File: config.mk
export PLATFORM = sky130hd
export DESIGN_NAME = packet_split
export DESIGN_NICKNAME = d
export VERILOG_FILES = /design/src/rtl/packet_split.sv
export SDC_FILE = /design/constraint.sdc
export NUM_CORES = 1
export LEC_CHECK = 0
export ABC_AREA = 1
export BUFFER_PORTS_ARGS = -buffer_cell sky130_fd_sc_hd__buf_2
export CAP_MARGIN = 10
export CORE_ASPECT_RATIO = 0.75
export CORE_MARGIN = 5
export CORE_UTILIZATION = 45
export CTS_BUF_LIST = sky130_fd_sc_hd__clkbuf_2
export DETAILED_ROUTE_END_ITERATION = 6
export PLACE_DENSITY = 0.73
export SKIP_CTS_REPAIR_TIMING = 1
export SYNTH_ARGS = -nofsm -noshare
export SYNTH_HDL_FRONTEND = slang
export SYNTH_SLANG_ARGS = --single-unit
File: constraint.sdc
create_clock -name clk -period 2.9 [get_ports clk]
set_clock_uncertainty 0.1 [all_clocks]
set_input_delay 0.58 -clock clk [delete_from_list [all_inputs] [get_ports clk]]
set_output_delay 0.58 -clock clk [all_outputs]
set_load 0.02 [all_outputs]
File: src/rtl/packet_split.sv
// packet_split: 512-bit to 64-bit AXI-Stream width-down converter that skips empty trailing lanes
module packet_split (
   input  logic         clk,
   input  logic         reset_n,
   output logic         o_tready_in,
   input  logic         i_tvalid_in,
   input  logic [511:0] i_tdata_in,
   input  logic [63:0]  i_tkeep_in,
   input  logic         i_tlast_in,
   input  logic         i_tready_out,
   output logic         o_tvalid_out,
   output logic [63:0]  o_tdata_out,
   output logic [7:0]   o_tkeep_out,
   output logic         o_tlast_out
);
   logic         busy_q, busy_d;
   logic [511:0] data_q, data_d;
   logic [63:0]  keep_q, keep_d;
   logic         last_q, last_d;
   logic [2:0]   idx_q, idx_d;
   logic [2:0]   lmax_q, lmax_d;
   logic [6:0]   cnt;
   logic         at_end, in_hs, out_hs;
   assign at_end       = idx_q == lmax_q;
   assign o_tready_in  = reset_n & (~busy_q | (i_tready_out & at_end));
   assign o_tvalid_out = busy_q;
   assign o_tdata_out  = data_q[{idx_q, 6'd0} +: 64];
   assign o_tkeep_out  = keep_q[{idx_q, 3'd0} +: 8];
   assign o_tlast_out  = busy_q & last_q & at_end;
   assign in_hs        = i_tvalid_in & o_tready_in;
   assign out_hs       = busy_q & i_tready_out;
   always_comb begin
      cnt = '0;
      for (int i = 0; i < 64; i++) cnt = cnt + 7'(i_tkeep_in[i]);
      busy_d = in_hs ? 1'b1 : (out_hs & at_end) ? 1'b0 : busy_q;
      idx_d  = in_hs ? 3'd0 : (out_hs & ~at_end) ? idx_q + 3'd1 : idx_q;
      data_d = in_hs ? i_tdata_in : data_q;
      keep_d = in_hs ? i_tkeep_in : keep_q;
      last_d = in_hs ? i_tlast_in : last_q;
      lmax_d = in_hs ? ((cnt == 7'd0) ? 3'd0 : 3'((cnt - 7'd1) >> 3)) : lmax_q;
   end
   always_ff @(posedge clk or negedge reset_n) begin
      if (!reset_n) begin
         busy_q <= 1'b0;
         data_q <= '0;
         keep_q <= '0;
         last_q <= 1'b0;
         idx_q  <= '0;
         lmax_q <= '0;
      end else begin
         busy_q <= busy_d;
         data_q <= data_d;
         keep_q <= keep_d;
         last_q <= last_d;
         idx_q  <= idx_d;
         lmax_q <= lmax_d;
      end
   end
endmodule

==> flow_summary.yaml, run 1 <==
status:
  status: "aborted with a tool error"
  failed_stage: "global routing (5_1_grt)"
  stop_error: "[ERROR RSZ-0060] Max buffer count reached."
cts:
  cts.sinks: 584
  clockRootBuffer: "clkbuf_2"
  cts_buffers: 147
  clk_path_buf_depth: 3
  ctsHtreeMaxLevel: 4
synthesis:
  yosys.area_share.simple_pct: 29.17
  async_reset_ff_share_pct: 100.0
  synthCells: 3724
  yosysWarnings: 0
  synth_top_cells_by_area: "dfrtp_1 51%, nand2_1 22%, nor2_1 6.7%"
  yosysSeqAreaShare_pct: 51.04
  synth_top_area_cell: "dfrtp_1"
  syn_area_um2: 28630
  synth_mux_area_share_pct: 0
  synthAdderAreaFrac_pct: 4.475
  synth_edf_count: 0
  synth_top_flop_cell: "dfrtp_1"
  syn_avg_cell_area_um2: 7.689
  yosys.area.top_type_share_pct: 51.04
  ys_ff_latch: 584
  synth.distinct_cells: 23
  synth_compound_area_share_pct: 9.141
  synth_top_family_by_area: "simple AND/OR/NAND/NOR gates"
  synth_nets: 4375
  synth_xor_xnor_area_share_pct: 0.06118
grt:
  grt_max_degree: 232
placed_design:
  placed_cells: 5104
  post-dp-hpwl_um: 67680
  io_buffers: 655
  gp_congestion: 0.9202
floorplan:
  die_y_um: 228.5
  rows: 80
  die_w_um: 301.3
  num_io_pins: 656
  initial_core_util_pct: 45.19
sta:
  worst_endpoint_kind: "sequential cell input"
  crit_endpoint: "lmax_q[2]$_DFFE_PN0P_/D"
[synth_stat cells, types with 10 or more instances]
library cell  number
nand2_1         1682
dfrtp_1          584
nor2_1           508
o21ai_0          339
inv_1            124
buf_2             83
clkbuf_1          80
a31oi_1           72
o22ai_1           72
buf_4             61
fa_1              54
nand3_1           17
ha_1              16
buf_1             10
[cell families after synthesis]
logic type,count (synthesis)
and+or+nand+nor,2215
DFF,584
AOI/OAI and AO/OA,487
buffers and inverters,366
adders and majority gates,70
xor gates and xnor gates,2
[metrics by stage]
step / hold slack [ns] / area, um^2 / util (%) / setup WS, ns
after floorplan: 0.1844 / 28660 / - / -3.403
after global placement: 0.3557 / 33010 / 52.10 / -3.736
after detailed placement: 0.3598 / 33010 / 52.10 / -3.817
after CTS: -0.8756 / 34270 / 54.08 / -2.302
==> run 2: changes to the inputs <==
- CORE_ASPECT_RATIO: 0.75 -> default
- CORE_UTILIZATION: 45 -> 30
- CTS_BUF_LIST: sky130_fd_sc_hd__clkbuf_2 -> default
- PLACE_DENSITY: 0.73 -> default
- PLACE_DENSITY_LB_ADDON: default -> 0.15
==> flow_summary.yaml, run 2 <==
grt:
  globalRoute.totalOverflow: 0
  grt_pass1_vias: 26896
  grt_max_degree: 143
  grt_pass1_wl_um: 163000
  grtUsageTotal_pct: 20.40
  antenna_found_initial: 20
placed_design:
  gp_congestion: 0.8464
  placed_cells: 5545
  io_buffers: 655
  dp_worst_setup_slack_ns: -3.818
  place_area_um2: 33940
  post-dp-hpwl_um: 77570
synthesis:
  synth_top_cells_by_area: "dfrtp_1 51%, nand2_1 22%, nor2_1 6.7%"
  syn_avg_cell_area_um2: 7.689
  async_reset_ff_share_pct: 100.0
  synth_nets: 4375
  ys_ff_latch: 584
  synth.distinct_cells: 23
  yosysWarnings: 0
  synth_top_area_cell: "dfrtp_1"
  synth_edf_count: 0
  synthCells: 3724
  yosys.area.top_type_share_pct: 51.04
  yosysMostFrequentCell: "nand2_1"
  synth_top_flop_cell: "dfrtp_1"
  syn_area_um2: 28630
  yosysSeqAreaShare_pct: 51.04
  synth_common_cells: "1,682 x nand2_1, 584 x dfrtp_1, 508 x nor2_1, 339 x o21ai_0, 124 x inv_1"
floorplan:
  die_area_um2: 101700
  core_area_um2: 94870
  num_io_pins: 656
  die_y_um: 318.9
  die_w_um: 318.9
  initial_core_util_pct: 30.18
  rows: 113
layout:
  largest_register_ffs: 512
  fin_area_um2: 41010
  layout_common_cells: "1,678 x nand2_1, 582 x dfrtp_1, 579 x buf_2"
  reg.largest.list: "data_q: 512 flops, keep_q: 64 flops"
  syn2layout_area_growth_pct: 43.22
  final_cell_count_no_fill: 5863
  drive_gt1_share_pct: 29.99
  layout.nets: 5187
  top_register: "data_q"
  layout_commonest_cell: "nand2_1"
route:
  drc: 0
  wirelength_um: 121600
  vias: 27567
  vias_per_cell: 4.702
  final_antenna_net_count: 0
  post_drt_wl_per_cell_um: 20.74
  drtPass1Iterations: 5
  drt_iter0_markers: 2188
cts:
  ctsHtreeMaxLevel: 3
  cts_buffers: 73
  cts.sinks: 584
  clk_pin_slew_ns: 0.06
  clockRootBuffer: "clkbuf_16"
  clkLatencyLatePin_ns: 0.62
  cts_tree: "built"
  clk_path_buf_depth: 3
pwr:
  powerDensity_nw_per_um2: 1430
  peakVddDrop_v: 0.001822
  p_leak_nw: 21.26
setup_path:
  crit_fanout: 3
  cp.arrival_ns: 6.39
  worst-setup-path-type: "input port to register"
  end_kind: "register"
  crit_required_ns: 3.30
  worst_setup_path_start_kind: "input port"
  r2r_cells: 10
min_path:
  hold_path.class: "input port to register"
  whs_path_depth: 3
status:
  status: "finished with violations"
  violations: "setup timing"
sta:
  finalHoldViolations: 0
  final-setup-viol-count: 75
  holdWs_ns: 0.04012
  drv_slew: 0
  worst_pin_slew_ns: 0.7545
  post-route-period-util_pct: 206.3
  layout_setup_ws_ns: -3.082
  fmax_ghz: 0.1672
  finalCriticalPeriod_ns: 5.982
  rsz0062_at_grt: "yes"
  timing.slew.headroom_pct: 49.70
  fin_tns_setup_ns: -23.04
run:
  maxCapViolations: 0
-- run 2: cell counts after synthesis --
No cell type changed its count.
-- run 2: per-stage QoR --
| step | utilization (%) | power, mW |
|---|---|---|
| after global placement | 35.77 | 40.35 |
| after global routing | 43.21 | 62.72 |
| after detailed placement | 35.77 | 40.49 |
| final | 43.23 | 58.66 |
| after floorplan | - | 31.05 |
| after CTS | 38.19 | 49.77 |
-- run 2: area by class of cell --
| class | count | area, um^2 |
|---|---|---|
| diodes | 13 | 32.53 |
| clock buffers | 106 | 2103 |
| clock inverters | 18 | 191.4 |
| fillers | 9676 | 53860 |
| inverters | 126 | 529.3 |
| multi-input cells | 2774 | 13770 |
| flip-flops and latches | 584 | 14620 |
| well taps | 1265 | 1583 |
| repair buffers | 975 | 8150 |
| repair inverters | 2 | 31.28 |
-- run 2: power breakdown --
| part | internal, mW | switching, mW |
|---|---|---|
| logic | 15.8 | 19.5 |
| clock network | 5.29 | 3.73 |
| registers | 12.0 | 2.39 |
| total | 33.1 | 25.6 |
-- run 2: worst paths after layout --
path | to | startpoint | slack (ns)
setup reg to reg | data_q[227] | idx_q[1] | 0.33
max in group asynchronous | idx_q[1] | reset_n | 1.19
min in group asynchronous | o_tvalid_out | reset_n | 0.32
setup / recovery | lmax_q[1] | i_tkeep_in[47] | -3.08
hold / removal | data_q[343] | i_tdata_in[343] | 0.04
hold reg to reg | data_q[348] | data_q[348] | 0.37
-- run 2: logic make-up (layout without fill, tap and decap cells) --
kind of cell               Yosys count  in the layout  share of synthesized area, %
other                                0             13                             0
and+or+nand+nor                   2215           2215                         29.17
buffers and inverters              366           1227                         6.118
adders and majority gates           70             70                         4.475
AOI/OAI and AO/OA                  487            487                         9.141
xor gates and xnor gates             2              2                       0.06119
DFF                                584            584                         51.04
-- run 2: critical path, cell delays in order --
cell and delay [ns]:
buf_2 0.08, inv_1 0.07, fa_1 0.54, inv_1 0.05
fa_1 0.51, inv_1 0.06, fa_1 0.47, fa_1 0.52
fa_1 0.44, fa_1 0.54, fa_1 0.45, fa_1 0.52
inv_2 0.05, ha_4 0.16, fa_1 0.46, or2_4 0.27
a21oi_4 0.13, nand3_2 0.13, nor2_4 0.13, nand3_4 0.09
nand3_2 0.09, nand2_2 0.05
-- run 2: routing by layer --
layer  up-vias  global-route usage (%)  routed length [um]
met5         -                       0                  23
li1      13298                       -                   -
met4         4                   6.280                3531
met2       888                   33.29               57760
met3       171                   3.558                6507
met1     13206                   27.90               53790
Power figures use the tool's default switching activity.
==> run 3: changes to the inputs <==
- CAP_MARGIN: 10 -> 20
- REMOVE_ABC_BUFFERS: default -> 1
==> flow_summary.yaml, run 3 (synthesized netlist as in run 2, its figures left out) <==
status:
  status: "finished with violations"
  violations: "setup timing"
pwr:
  powerDensity_nw_per_um2: 1409
  p_total_mw: 56.64
  p_leak_nw: 20.91
  peakVddDrop_v: 0.001924
grt:
  grt_pass1_vias: 26988
  busiest_layer: "met2"
  groute.layer.met2.usage_pct: 33.36
  use_met1_pct: 25.69
  globalRoute.totalOverflow: 0
  grt_max_degree: 174
  grt_pass1_wl_um: 159000
  grtUsageTotal_pct: 19.70
  antenna_found_initial: 17
  gr-usage-met3_pct: 3.659
floorplan:
  die_w_um: 318.9
  die_y_um: 318.9
  rows: 113
  die_area_um2: 101700
  initial_core_util_pct: 30.18
  core_area_um2: 94870
  num_io_pins: 656
route:
  drt_iter0_markers: 2018
  drc: 0
  final_antenna_net_count: 0
  vias_per_cell: 4.657
  drtPass1Iterations: 5
  post_drt_wl_per_cell_um: 19.51
  wirelength_um: 112900
  vias: 26939
setup_path:
  end_kind: "register"
  worst_setup_path_start_kind: "input port"
  path_buf_inv: 5
  cp-endpoint: "lmax_q[0]"
  startpoint: "i_tkeep_in[57]"
  cp.arrival_ns: 6.39
  r2r_slack_ns: 0.24
  cp_top_family: "adder cells"
  r2r_end: "data_q[344]"
  worst-setup-path-type: "input port to register"
  cp_slowest_cell: "fa_1"
  cpMostUsedCell: "fa_1"
  critPathMaxStageDelay_ns: 0.58
  cp.depth: 22
  rr_startpoint: "idx_q[1]"
  crit_required_ns: 3.29
  crit_fanout: 3
  cp_cell_sequence: "buf_8 > inv_8 > fa_1 > fa_1 > inv_2 > fa_1 > inv_2 > fa_1 > fa_1 > fa_1 > fa_1 > fa_1 > inv_2 > ha_4 > fa_1 > or2_4 > a21oi_4 > nand3_2 > nor2_2 > nand3_2 > nand3_1 > nand2_1"
  r2r_cells: 10
cts:
  ctsHtreeMaxLevel: 3
  clkLatencyLatePin_ns: 0.60
  cts_tree: "built"
  clockRootBuffer: "clkbuf_16"
  cts.sinks: 584
  clk_pin_slew_ns: 0.06
  clk_path_buf_depth: 3
  cts_buffers: 72
layout:
  layout_common_cells: "1,681 x nand2_1, 582 x dfrtp_1, 580 x buf_2"
  final_util_pct: 42.38
  largest_register_ffs: 512
  syn2layout_area_growth_pct: 40.43
  drive_gt1_share_pct: 28.26
  top_register: "data_q"
  fillers: 9802
  reg.largest.list: "data_q: 512 flops, keep_q: 64 flops"
  layout.nets: 5111
  layout_commonest_cell: "nand2_1"
sta:
  fmax_ghz: 0.1666
  post-route-period-util_pct: 206.9
  worst_pin_slew_ns: 1.057
  finalHoldViolations: 0
  rsz0062_at_grt: "yes"
  layout_setup_ws_ns: -3.101
  finalCriticalPeriod_ns: 6.001
  fin_tns_setup_ns: -21.52
  timing.slew.headroom_pct: 29.54
  holdWs_ns: 0.05340
  final-setup-viol-count: 74
  drv_slew: 0
placed_design:
  gp_congestion: 0.8102
  io_buffers: 655
  dp_worst_setup_slack_ns: -4.073
  post-dp-hpwl_um: 73050
min_path:
  hold_path.class: "input port to register"
run:
  maxCapViolations: 0
run 3: changes by cell type in the layout (fill, tap and decap cells not counted), sizes merged:
cell      before  now
clkinv         9   17
clkbuf       145  135
inv          131  127
buf          935  863
diode         13    8
bufinv         3   10
clkinvlp       3    1
run 3: through the flow:
step / cell area (um^2) / instances
2_1_floorplan: 27360 / 3484
3_3_place_gp: 33660 / 5514
3_5_place_dp: 33660 / 5514
4_1_cts: 36190 / 5640
5_1_grt: 40200 / 5781
6_report: 40210 / 5785
run 3: how the worst min path moves through the flow:
stage,to,start,depth (start not counted)
2_1_floorplan,data_q[0],reset_n,0
3_3_place_gp,data_q[15],reset_n,1
3_5_place_dp,data_q[15],reset_n,1
4_1_cts,data_q[15],reset_n,1
5_1_grt,data_q[175],i_tdata_in[175],3
6_report,data_q[175],i_tdata_in[175],3
run 3: cell type report:
cell class	instances	area [um^2]	area share, %
sequential	584	14620	36.36
clock inverter	27	447.9	1.114
multi-input combinational	2774	13600	33.83
timing repair buffer	900	7264	18.07
timing repair inverter	2	46.29	0.1151
clock buffer	99	2086	5.187
antenna	8	20.02	0.04979
inverter	126	536.8	1.335
tap	1265	1583	3.936
run 3: worst min-delay path, delay by kind of cell:
kind          cells  cell delay (ns)
simple gates      2             0.08
buf+inv           1             0.08
run 3: layer usage:
layer  up-vias  routed length (um)
met1     12993               49500
met3       163                5398
li1      13118                   -
met5         -                  69
met4        12                3165
met2       653               54750
run 3: power breakdown:
part	internal (mW)	leakage, nW	total, mW	switching [mW]
logic	14.7	12.4	32.6	18.0
clock network	5.94	1.25	9.70	3.76
registers	12.0	7.26	14.3	2.34
total	32.6	20.9	56.6	24.1
==> run 4: changes to the inputs <==
- SETUP_SLACK_MARGIN: default -> 0.4
==> flow_summary.yaml, run 4 (synthesized netlist as in run 2, its figures left out) <==
status:
  status: "finished with violations"
  violations: "setup timing"
layout:
  final_util_pct: 43.00
  reg.largest.list: "data_q: 512 flops, keep_q: 64 flops"
  layout_common_cells: "1,671 x nand2_1, 582 x dfrtp_1, 579 x buf_2"
  final_cell_count_no_fill: 5809
  largest_register_ffs: 512
  fillers: 9744
  multiInputGateArea_um2: 13650
  regArea_um2: 14620
  top_register: "data_q"
  drive_gt1_share_pct: 28.86
  syn2layout_area_growth_pct: 42.46
  layout_commonest_cell: "nand2_1"
  layout.nets: 5134
grt:
  antenna_found_initial: 17
  groute.layer.met2.usage_pct: 33.36
  grt_max_degree: 174
  busiest_layer: "met2"
  grt_pass1_wl_um: 159000
  globalRoute.totalOverflow: 0
  gr-usage-met3_pct: 3.659
  use_met1_pct: 25.69
  grtUsageTotal_pct: 19.70
  grt_pass1_vias: 26988
pwr:
  p_leak_nw: 21.19
  p_total_mw: 57.18
  peakVddDrop_v: 0.001934
  powerDensity_nw_per_um2: 1402
setup_path:
  crit_fanout: 3
  cp_top_family: "adder cells"
  cp_slowest_cell: "fa_1"
  crit_required_ns: 3.29
  path_buf_inv: 5
  rr_startpoint: "idx_q[1]"
  worst-setup-path-type: "input port to register"
  r2r_cells: 13
  cp_cell_sequence: "buf_8 > inv_8 > fa_1 > fa_1 > inv_2 > fa_1 > inv_2 > fa_1 > fa_1 > fa_1 > fa_1 > fa_1 > inv_2 > ha_4 > fa_1 > or2_4 > a21oi_4 > nand3_2 > nor2_2 > nand3_2 > nand3_1 > nand2_1"
  cpMostUsedCell: "fa_1"
  critPathMaxStageDelay_ns: 0.57
  r2r_end: "data_q[276]"
  end_kind: "register"
  cp.arrival_ns: 6.40
  r2r_slack_ns: 0.22
  worst_setup_path_start_kind: "input port"
cts:
  clkLatencyLatePin_ns: 0.60
  ctsHtreeMaxLevel: 3
  clockRootBuffer: "clkbuf_16"
  clk_path_buf_depth: 3
  cts.sinks: 584
  clk_pin_slew_ns: 0.06
  cts_buffers: 72
  cts_tree: "built"
route:
  drt_iter0_markers: 2028
  final_antenna_net_count: 0
  post_drt_wl_per_cell_um: 20.05
  wirelength_um: 116500
  vias: 27313
  drc: 0
  drtPass1Iterations: 5
  vias_per_cell: 4.702
min_path:
  min_from: "i_tdata_in[175]"
  whs_path_depth: 3
  holdPathEnd: "data_q[175]"
  hold_path.class: "input port to register"
floorplan:
  core_area_um2: 94870
  rows: 113
  die_y_um: 318.9
  die_w_um: 318.9
  initial_core_util_pct: 30.18
  die_area_um2: 101700
  num_io_pins: 656
sta:
  timing.slew.headroom_pct: 30.70
  holdWs_ns: 0.04982
  worst_pin_slew_ns: 1.039
  fmax_ghz: 0.1665
  final-setup-viol-count: 74
  finalHoldViolations: 0
  drv_slew: 0
  finalCriticalPeriod_ns: 6.008
  layout_setup_ws_ns: -3.108
  fin_tns_setup_ns: -21.75
  post-route-period-util_pct: 207.2
  rsz0062_at_grt: "yes"
placed_design:
  gp_congestion: 0.8102
  post-dp-hpwl_um: 73050
  io_buffers: 655
  placed_cells: 5514
run:
  maxCapViolations: 0
## run 4: cell type report
class	instances	area share [%]
clock buffer	99	5.113
antenna	9	0.05521
sequential	584	35.84
clock inverter	27	1.098
inverter	126	1.316
multi-input combinational	2774	33.46
tap	1265	3.880
timing repair inverter	2	0.1135
timing repair buffer	923	19.12
## run 4: power by group
group | switching [mW] | leakage, nW | internal [mW] | total, mW
logic | 18.2 | 12.7 | 15.0 | 33.1
registers | 2.35 | 7.26 | 12.0 | 14.3
clock network | 3.77 | 1.25 | 5.94 | 9.71
## run 4: stage by stage
stage               area (um^2)  worst slack [ns]
global placement          33660            -4.053
floorplan                 27360            -34.92
finish                    40790            -3.108
global route              40780            -3.235
CTS                       36190            -3.438
detailed placement        33660            -4.073
## run 4: tightest hold or removal path: cells and delay by family
family / cells / cell delay [ns]
buffers and inverters: 1 / 0.08
and+or+nand+nor: 2 / 0.08
## run 4: how the worst max path moves through the flow
| stage | startpoint | slack [ns] | depth (start not counted) | to |
|---|---|---|---|---|
| floorplan | idx_q[0] | -34.92 | 9 | lmax_q[0] |
| global placement | i_tkeep_in[57] | -4.05 | 22 | lmax_q[2] |
| CTS | i_tkeep_in[57] | -3.44 | 22 | lmax_q[2] |
| global route | i_tkeep_in[53] | -3.24 | 22 | lmax_q[1] |
| detailed placement | i_tkeep_in[57] | -4.07 | 22 | lmax_q[2] |
| finish | i_tkeep_in[57] | -3.11 | 22 | lmax_q[0] |
## run 4: layer usage
metal  share of wire (%)  routed length, um
met1                  44              51190
met2                  48              56410
met3                 4.8               5602
met4                 2.8               3210
met5               0.059                 69
